**src/rtl/dma_mem_sched.sv**
```systemverilog
// Two-channel round-robin scheduler that shares one memory test device between DMA requesters.
// Optional RUN-state timeout with error/flush: define DMA_MEM_SCHED_TIMEOUT_EN.
module dma_mem_sched #(
  parameter int TIMEOUT_CYCLES = 1024
) (
  input  logic         clk,
  input  logic         rst,
  input  logic [1:0]   req,
  input  logic [1:0]   dir,
  input  logic [127:0] addr,
  input  logic [47:0]  count,
  input  logic [1:0]   inc,
  input  logic [1:0]   dec,
  output logic [1:0]   grant,
  output logic [1:0]   done,
  output logic [1:0]   error,
  output logic         write_enable,
  output logic         read_enable,
  output logic [63:0]  write_addr,
  output logic [63:0]  read_addr,
  output logic         write_addr_inc,
  output logic         write_addr_dec,
  output logic         read_addr_inc,
  output logic         read_addr_dec,
  output logic [23:0]  write_count,
  output logic [23:0]  read_count,
  output logic         write_flush,
  output logic         read_flush,
  input  logic         write_finished,
  input  logic         read_strobe_mon
);

  typedef enum logic [1:0] {IDLE, SETUP, RUN, DONE} state_t;

`ifdef DMA_MEM_SCHED_TIMEOUT_EN
  localparam int RC_W = 16;
`else
  localparam int RC_W = 2;
`endif

  if (TIMEOUT_CYCLES < 1 || TIMEOUT_CYCLES > 65535) begin : g_bad_timeout
    $error("dma_mem_sched: TIMEOUT_CYCLES must be in 1..65535");
  end

  state_t            state_q, state_d;
  logic              ptr_q, sel_q, dir_q, inc_q, dec_q;
  logic [63:0]       addr_q;
  logic [23:0]       count_q, strb_q;
  logic [RC_W-1:0]   run_cnt_q;
  logic              pick, complete, timeout;

  // Tie goes to the channel not granted last; a lone requester always wins.
  assign pick = (req == 2'b11) ? ~ptr_q : req[1];

  always_comb begin
    if (dir_q) complete = write_finished && (run_cnt_q >= RC_W'(2));
    else       complete = (strb_q + {23'd0, read_strobe_mon}) == count_q;
  end

`ifdef DMA_MEM_SCHED_TIMEOUT_EN
  logic err_q;
  assign timeout = (run_cnt_q >= RC_W'(TIMEOUT_CYCLES));
`else
  assign timeout = 1'b0;
`endif

  always_ff @(posedge clk) begin
    if (rst) state_q <= IDLE;
    else     state_q <= state_d;
  end

  always_comb begin
    state_d = state_q;
    case (state_q)
      IDLE:    if (|req) state_d = SETUP;
      SETUP:   state_d = (count_q == 24'd0) ? DONE : RUN;
      RUN:     if (complete || timeout) state_d = DONE;
      DONE:    state_d = IDLE;
      default: state_d = IDLE;
    endcase
  end

  // NOTE: sequential state uses non-blocking assignments so every register samples pre-edge values.
  always_ff @(posedge clk) begin
    if (rst) begin
      ptr_q     <= 1'b1;
      sel_q     <= 1'b0;
      dir_q     <= 1'b0;
      inc_q     <= 1'b0;
      dec_q     <= 1'b0;
      addr_q    <= 64'd0;
      count_q   <= 24'd0;
      strb_q    <= 24'd0;
      run_cnt_q <= '0;
`ifdef DMA_MEM_SCHED_TIMEOUT_EN
      err_q     <= 1'b0;
`endif
    end else begin
      if (state_q == IDLE && |req) begin
        sel_q   <= pick;
        dir_q   <= dir[pick];
        addr_q  <= pick ? addr[127:64] : addr[63:0];
        count_q <= pick ? count[47:24] : count[23:0];
        inc_q   <= inc[pick];
        dec_q   <= dec[pick] & ~inc[pick];
      end
      if (state_q == SETUP) begin
        run_cnt_q <= RC_W'(1);
        strb_q    <= 24'd0;
      end else if (state_q == RUN) begin
        if (run_cnt_q != '1) run_cnt_q <= run_cnt_q + 1'b1;
        if (read_strobe_mon) strb_q <= strb_q + 24'd1;
      end
      if (state_q == DONE) ptr_q <= sel_q;
`ifdef DMA_MEM_SCHED_TIMEOUT_EN
      err_q <= (state_q == RUN) && timeout && !complete;
`endif
    end
  end

  // NOTE: every output gets a default before any branch, so no latch is inferred.
  always_comb begin
    grant          = 2'b00;
    done           = 2'b00;
    error          = 2'b00;
    write_enable   = 1'b0;
    read_enable    = 1'b0;
    write_addr     = 64'd0;
    read_addr      = 64'd0;
    write_addr_inc = 1'b0;
    write_addr_dec = 1'b0;
    read_addr_inc  = 1'b0;
    read_addr_dec  = 1'b0;
    write_count    = 24'd0;
    read_count     = 24'd0;
    write_flush    = 1'b0;
    read_flush     = 1'b0;
    if (state_q != IDLE) begin
      grant[sel_q] = 1'b1;
      if (dir_q) begin
        write_addr     = addr_q;
        write_count    = count_q;
        write_addr_inc = inc_q;
        write_addr_dec = dec_q;
        write_enable   = (state_q == RUN);
      end else begin
        read_addr     = addr_q;
        read_count    = count_q;
        read_addr_inc = inc_q;
        read_addr_dec = dec_q;
        read_enable   = (state_q == RUN);
      end
    end
    if (state_q == DONE) begin
      done[sel_q] = 1'b1;
`ifdef DMA_MEM_SCHED_TIMEOUT_EN
      error[sel_q] = err_q;
      write_flush  = err_q & dir_q;
      read_flush   = err_q & ~dir_q;
`endif
    end
  end

endmodule

```
**config.mk**
```make
export PLATFORM = sky130hd
export DESIGN_NAME = dma_mem_sched
export DESIGN_NICKNAME = d
export VERILOG_FILES = /design/src/rtl/dma_mem_sched.sv
export SDC_FILE = /design/constraint.sdc
export NUM_CORES = 1
export LEC_CHECK = 0
export BUFFER_PORTS_ARGS = -buffer_cell sky130_fd_sc_hd__buf_4
export CAP_MARGIN = 15
export CORE_AREA = 2 2 146 148
export CTS_BUF_LIST = sky130_fd_sc_hd__clkbuf_16
export DETAILED_ROUTE_END_ITERATION = 10
export DIE_AREA = 0 0 148 150
export PLACE_DENSITY = 0.69
export SYNTH_ARGS = -nofsm -noshare
export SYNTH_HDL_FRONTEND = slang
export SYNTH_SLANG_ARGS = --single-unit
```
**constraint.sdc**
```tcl
create_clock -name clk -period 2.7 [get_ports clk]
set_clock_uncertainty 0.15 [all_clocks]
set_input_delay 0.405 -clock clk [delete_from_list [all_inputs] [get_ports clk]]
set_output_delay 0.405 -clock clk [all_outputs]
set_load 0.02 [all_outputs]
```
# ---- Word-level counts from Yosys, hierarchy flattened
# Index checks and enable logic that the tools add are counted.
dict set report totals {
  memories 0
  latchBits 0
  ramBits 0
  ff_bits 121
  output_inout_bits 190
  romBits 0
}
dict set report classes {
  order_cmp 4
  div_mod_pow 0
  addsub 3
  n_reduce_logical 14
  shifts 0
  muxes 41
  multipliers 0
  eq_ne 8
  bitwise_logic 3
}
# op n
set ops {}
lappend ops {{two-way mux 64 bit} 5}
lappend ops {{two-way mux 24 bit} 5}
lappend ops {{two-way mux 1 bit} 25}
lappend ops {{adder 24 x 1 -> 24 bit} 1}
lappend ops {{adder 24 x 1 -> 24 bit (second input constant)} 1}
lappend ops {{== test 24 bit} 1}
lappend ops {{logical NOT 24 bit} 1}
lappend ops {{two-way mux 2 bit} 4}
lappend ops {{one-hot mux 2 bit (4 select lines)} 1}
lappend ops {{AND reduction 2 bit} 4}
lappend ops {{== test 2 bit (second input constant)} 3}
lappend ops {{inequality test 2 bit (second input constant)} 3}
lappend ops {{nonzero test 2 bit} 3}
lappend ops {{< comparator 1 x 2 -> 1 bit (second input constant)} 2}
lappend ops {{OR reduction 2 bit} 2}
lappend ops {{logical AND 1 bit} 3}
lappend ops {{adder 2 x 1 -> 2 bit (second input constant)} 1}
lappend ops {{== test 2 x 1 -> 1 bit (second input constant)} 1}
lappend ops {{>= comparator 2 bit (second input constant)} 1}
lappend ops {{logical NOT 2 bit} 1}
lappend ops {{inverter 1 bit} 2}
lappend ops {{AND 1 bit} 1}
lappend ops {{demux 1 bit (select 1 bit)} 1}
lappend ops {{>= comparator 1 bit (second input constant)} 1}

# ---- Logic depth before layout (Yosys ltp)
dict set report depth {
  ltp_word 6
  mapped_depth 10
  depth_no_buf 9
}

# ---- Least setup slack after synthesis
# No wires, ideal clock.
dict set report synth_path {
  path_kind {input to register}
  from {input read_strobe_mon}
  to {register state_q[0]}
  n_path_buf 1
  t_arrival_ns 2.291
  required_time_ns 2.427
  stages 10
  slack_ns 0.136
  path_cell_list {ha_1 -> ha_1 -> clkbuf_1 -> nand4b_1 -> a22oi_1 -> nand4_1 -> a2111oi_0 -> and4b_1 -> a31oi_1 -> mux2_1}
}
dict set report synth_via {
  elab_chain_cells 5
}
# element line
set synth_rtl {}
lappend synth_rtl {{from (decl)} 30} ;# input logic read_strobe_mon
lappend synth_rtl {{adder 24 x 1 -> 24 bit} 57} ;# else complete = (strb_q + {23'd0, read_strobe_mon}) == count_q;
lappend synth_rtl {{== test 24 bit} 57}
lappend synth_rtl {{two-way mux 1 bit} 56} ;# if (dir_q) complete = write_finished && (run_cnt_q >= RC_W'(2));
lappend synth_rtl {{inequality test 2 bit (no line)} --}
lappend synth_rtl {{AND reduction 2 bit (no line)} --}
lappend synth_rtl {{to (signal assigned)} 69} ;# else state_q <= state_d;
lappend synth_rtl {{to (decl)} 45} ;# state_t state_q, state_d;
# Every way passes these cells.
# A chain may end at the register's enable or synchronous reset.

# ---- Worst setup path after layout
dict set report layout_path {
  from {register state_q[0]}
  to {output write_addr[25]}
}
dict set report layout_via {
  elab_chain_cells 2
}
# element line
set layout_rtl {}
lappend layout_rtl {{nonzero test 2 bit} 138} ;# if (state_q != IDLE) begin
lappend layout_rtl {{two-way mux 64 bit} 138}
lappend layout_rtl {{to (decl)} 19} ;# output logic [63:0] write_addr,
# Every way passes these cells.

==> results.md <==
| Parameter | This run |
|:---|:---|
| Mean routed wirelength per cell | 17.1 um |
| Post-CTS Hold Fix Bufs | 0 |
| Reg area | 0.00242 mm2 |
| WHS | 0.184 ns |
| Tot Pwr | 9.78 mW |
| Hpwl dp | 20200 um |
| Weighted congestion reported at the end of routability-driven placement | 0.929 |
| Achievable Freq | 0.391 GHz |
| Netlist Area Pre-Place | 0.00759 mm2 |
| Boundary pin count | 378 |
| CP Data Required Time | 2.14 ns |
| Final critical path time including I/O delays and setup | 2.56 ns |
| Number of antenna violations at the first check in global routing | 0 |
| P_leak | 5.18 nW |
| Clock insertion delay at the later pin of the skew report | 0.41 ns |
| Global-route wire length before repair | 39500 um |
| Final nets | 1484 |
| Met1 wire length | 11000 um |
| Synthesized area per cell | 8.20 um2 |
| Number of synthesized register bits | 121 |
| Overall die area | 0.0222 mm2 |
| Ant. Diodes | 0 |
| Area delta synth->final | 50.6% |
| Total placed cells including tap cells | 1540 |
| Count of flip-flops with a built-in enable after synthesis | 0 |
| Area of the multi-input gates | 0.00477 mm2 |
| Count of final hold-check violations | 0 |
| Mean number of vias per cell | 4.98 |
| Slowest library cell on the worst path | dfxtp_1 |
| Placeable core region | 0.0207 mm2 |
| Max-cap viol count | 0 |
| Clock-pin slew of the registers on the worst-case setup and hold paths | 0.06 ns |
| Aggregate routed wire length | 26900 um |
| Yosys synthesis warning count | 0 |
| Count of H-tree levels built during CTS | 4 |
| Drc violations | 0 |
| Flop-to-flop setup slack | 0.15 ns |
| Detailed-routed wire length on met3 | 1480 um |
| Most frequent cells in the layout | buf_4 (414), and2_1 (181), nor2_1 (120) |
| Post-Syn Instances | 926 |
| Fill cell instance count of the final layout | 1993 |
| CTS buffer count | 17 |
| Clock tree root driver cell | clkbuf_16 |
| Vertical die dimension | 150 um |
| Clock sink count | 121 |
| DR iter-0 viols | 352 |
| Number of pins exceeding their max-slew limit in the final report | 0 |
| Number of iterations in the first detailed-routing pass | 5 |
| Max-Slew Margin vs Limit | 62.8% |
| Fin cells | 1574 |
| Worst hold-check path type | input pin to flip-flop |
| Highest Signal Layer | met4 |
| Worst Setup Start Kind | flip-flop |
| Peak per-stage delay on the critical path | 0.37 ns |
| Worst setup path class | flip-flop to output port |
| Async S/R FF share, synth | 0% |
| # setup viols final | 0 |
| Count of input and output buffers | 373 |
| Via total after detailed routing | 7837 |
| Post-synthesis sequential area ratio | 31.9% |
| CP Max Fanout | 13 |
| Maximum vdd drop | 406 uV |
| Period utilisation layout | 94.8% |
| Largest buffer count on any clock path | 2 |
| Via count of the first global-routing pass | 7239 |
| Sum of met2 wire segment lengths after detailed routing | 13900 um |
| GR Util All Layers | 22.8% |
| TritonCTS clock tree | yes |
| Number of nets with antenna violations after detailed routing | 0 |
| Ratio of total power to cell area | 855 mW/mm2 |
| Kind of end point of the critical path | output port |
| Result of the run | finished clean |
| Cell row count | 53 |
| Maximum number of pins on one net before global-route repair | 72 |
| Arrival time at the worst endpoint | 2.01 ns |
| Initial standard-cell utilization of the core | 36.7% |
| Leading register cell type out of synthesis | dfxtp_1 |
| Critical Path, Cell by Cell | inv_2, ha_4, buf_4, nor2_4, buf_12, buf_12, and2_1, buf_4 |
| Chip width | 148 um |
| Leading cell type in the layout, fill and taps excluded | buf_4 |
| Slew of the pin with the lowest slew margin | 0.552 ns |
| Number of unique standard cell types used by synthesis | 62 |
| Ratio of cells with drive above 1 in the final layout | 36.1% |
| Aggregate global routing overflow | 0 |
==> final timing paths <==
kind                                 start             end  depth (start not counted)
worst max register to register   strb_q[0]      state_q[0]                          9
worst min register to register  strb_q[23]      strb_q[23]                          2
worst max-delay path            state_q[0]  write_addr[25]                          8
worst min-delay path              addr[32]      addr_q[32]                          3
==> metrics by stage <==
stage               instance area [um2]  TNS (ns)  setup WS (ns)  util, %
finish                            11400         0          0.140     55.3
floorplan                          7600         0          0.136        -
detailed placement                10800  -0.00530       -0.00530     52.3
CTS                               11300         0         0.0194     54.8
global route                      11400   -0.0181        -0.0181     55.3
global placement                  10800         0         0.0167     52.3
==> kinds of logic after synthesis <==
logic type | synth area share [%]
AOI/OAI and AO/OA | 14.6
xor gates and xnor gates | 4.61
adders and majority gates | 1.48
buffers and inverters | 6.06
DFF | 31.9
muxes | 12.3
other | 0.0494
and+or+nand+nor | 29.0
==> what timing repair did <==
action                                  4_1_cts  5_1_grt
endpoints found under the setup margin      142       75
gates resized for setup                       2        8
pin swaps                                     0        1
buffers inserted                              0        1
cloned                                        0        2
==> power by group <==
part,switching [mW],internal (mW),leakage (nW),total [mW]
logic,2.79,2.15,3.92,4.93
registers,0.506,2.31,1.00,2.82
clock network,0.797,1.23,0.266,2.03
==> routing by layer <==
layer  vias up  global-route usage [%]
met4         0                    7.14
met2       245                    41.1
met3        37                    5.52
li1       3937                       -
met1      3618                    26.7
met5         -                       0
==> Yosys cell counts, types with 12 or more instances <==
| master | number | area share [%] |
|---|---|---|
| nand2_1 | 21 | 1.0 |
| xnor2_1 | 19 | 2.2 |
| nor2_1 | 122 | 6.0 |
| dfxtp_1 | 121 | 32 |
| a21oi_1 | 20 | 1.3 |
| mux2i_1 | 92 | 12 |
| a211oi_1 | 92 | 9.1 |
| o21ai_0 | 25 | 1.6 |
| xor2_1 | 21 | 2.4 |
| clkbuf_1 | 57 | 2.8 |
| nand4_1 | 12 | 0.99 |
| and2_1 | 181 | 15 |
==> critical path: cells and delay by family (launching register included) <==
kind | cells | cell delay (ns)
buf+inv | 5 | 0.69
flops | 1 | 0.37
fa+ha+maj | 1 | 0.21
simple gates | 2 | 0.31
==> area by class of cell <==
type	instances	share of cell area, %
flip-flops and latches	121	21.2
clock inverters	14	0.821
repair buffers	425	29.2
inverters	10	0.328
multi-input cells	712	41.7
well taps	275	3.01
clock buffers	17	3.72
==> sequential cells by signal, summed over array words and instances, names as in the netlist <==
name / count
addr_q: 64
count_q: 24
dec_q: 1
dir_q: 1
inc_q: 1
ptr_q: 1
run_cnt_q: 2
sel_q: 1
state_q: 2
strb_q: 24
No activity file was read; power rests on OpenSTA's default activity.
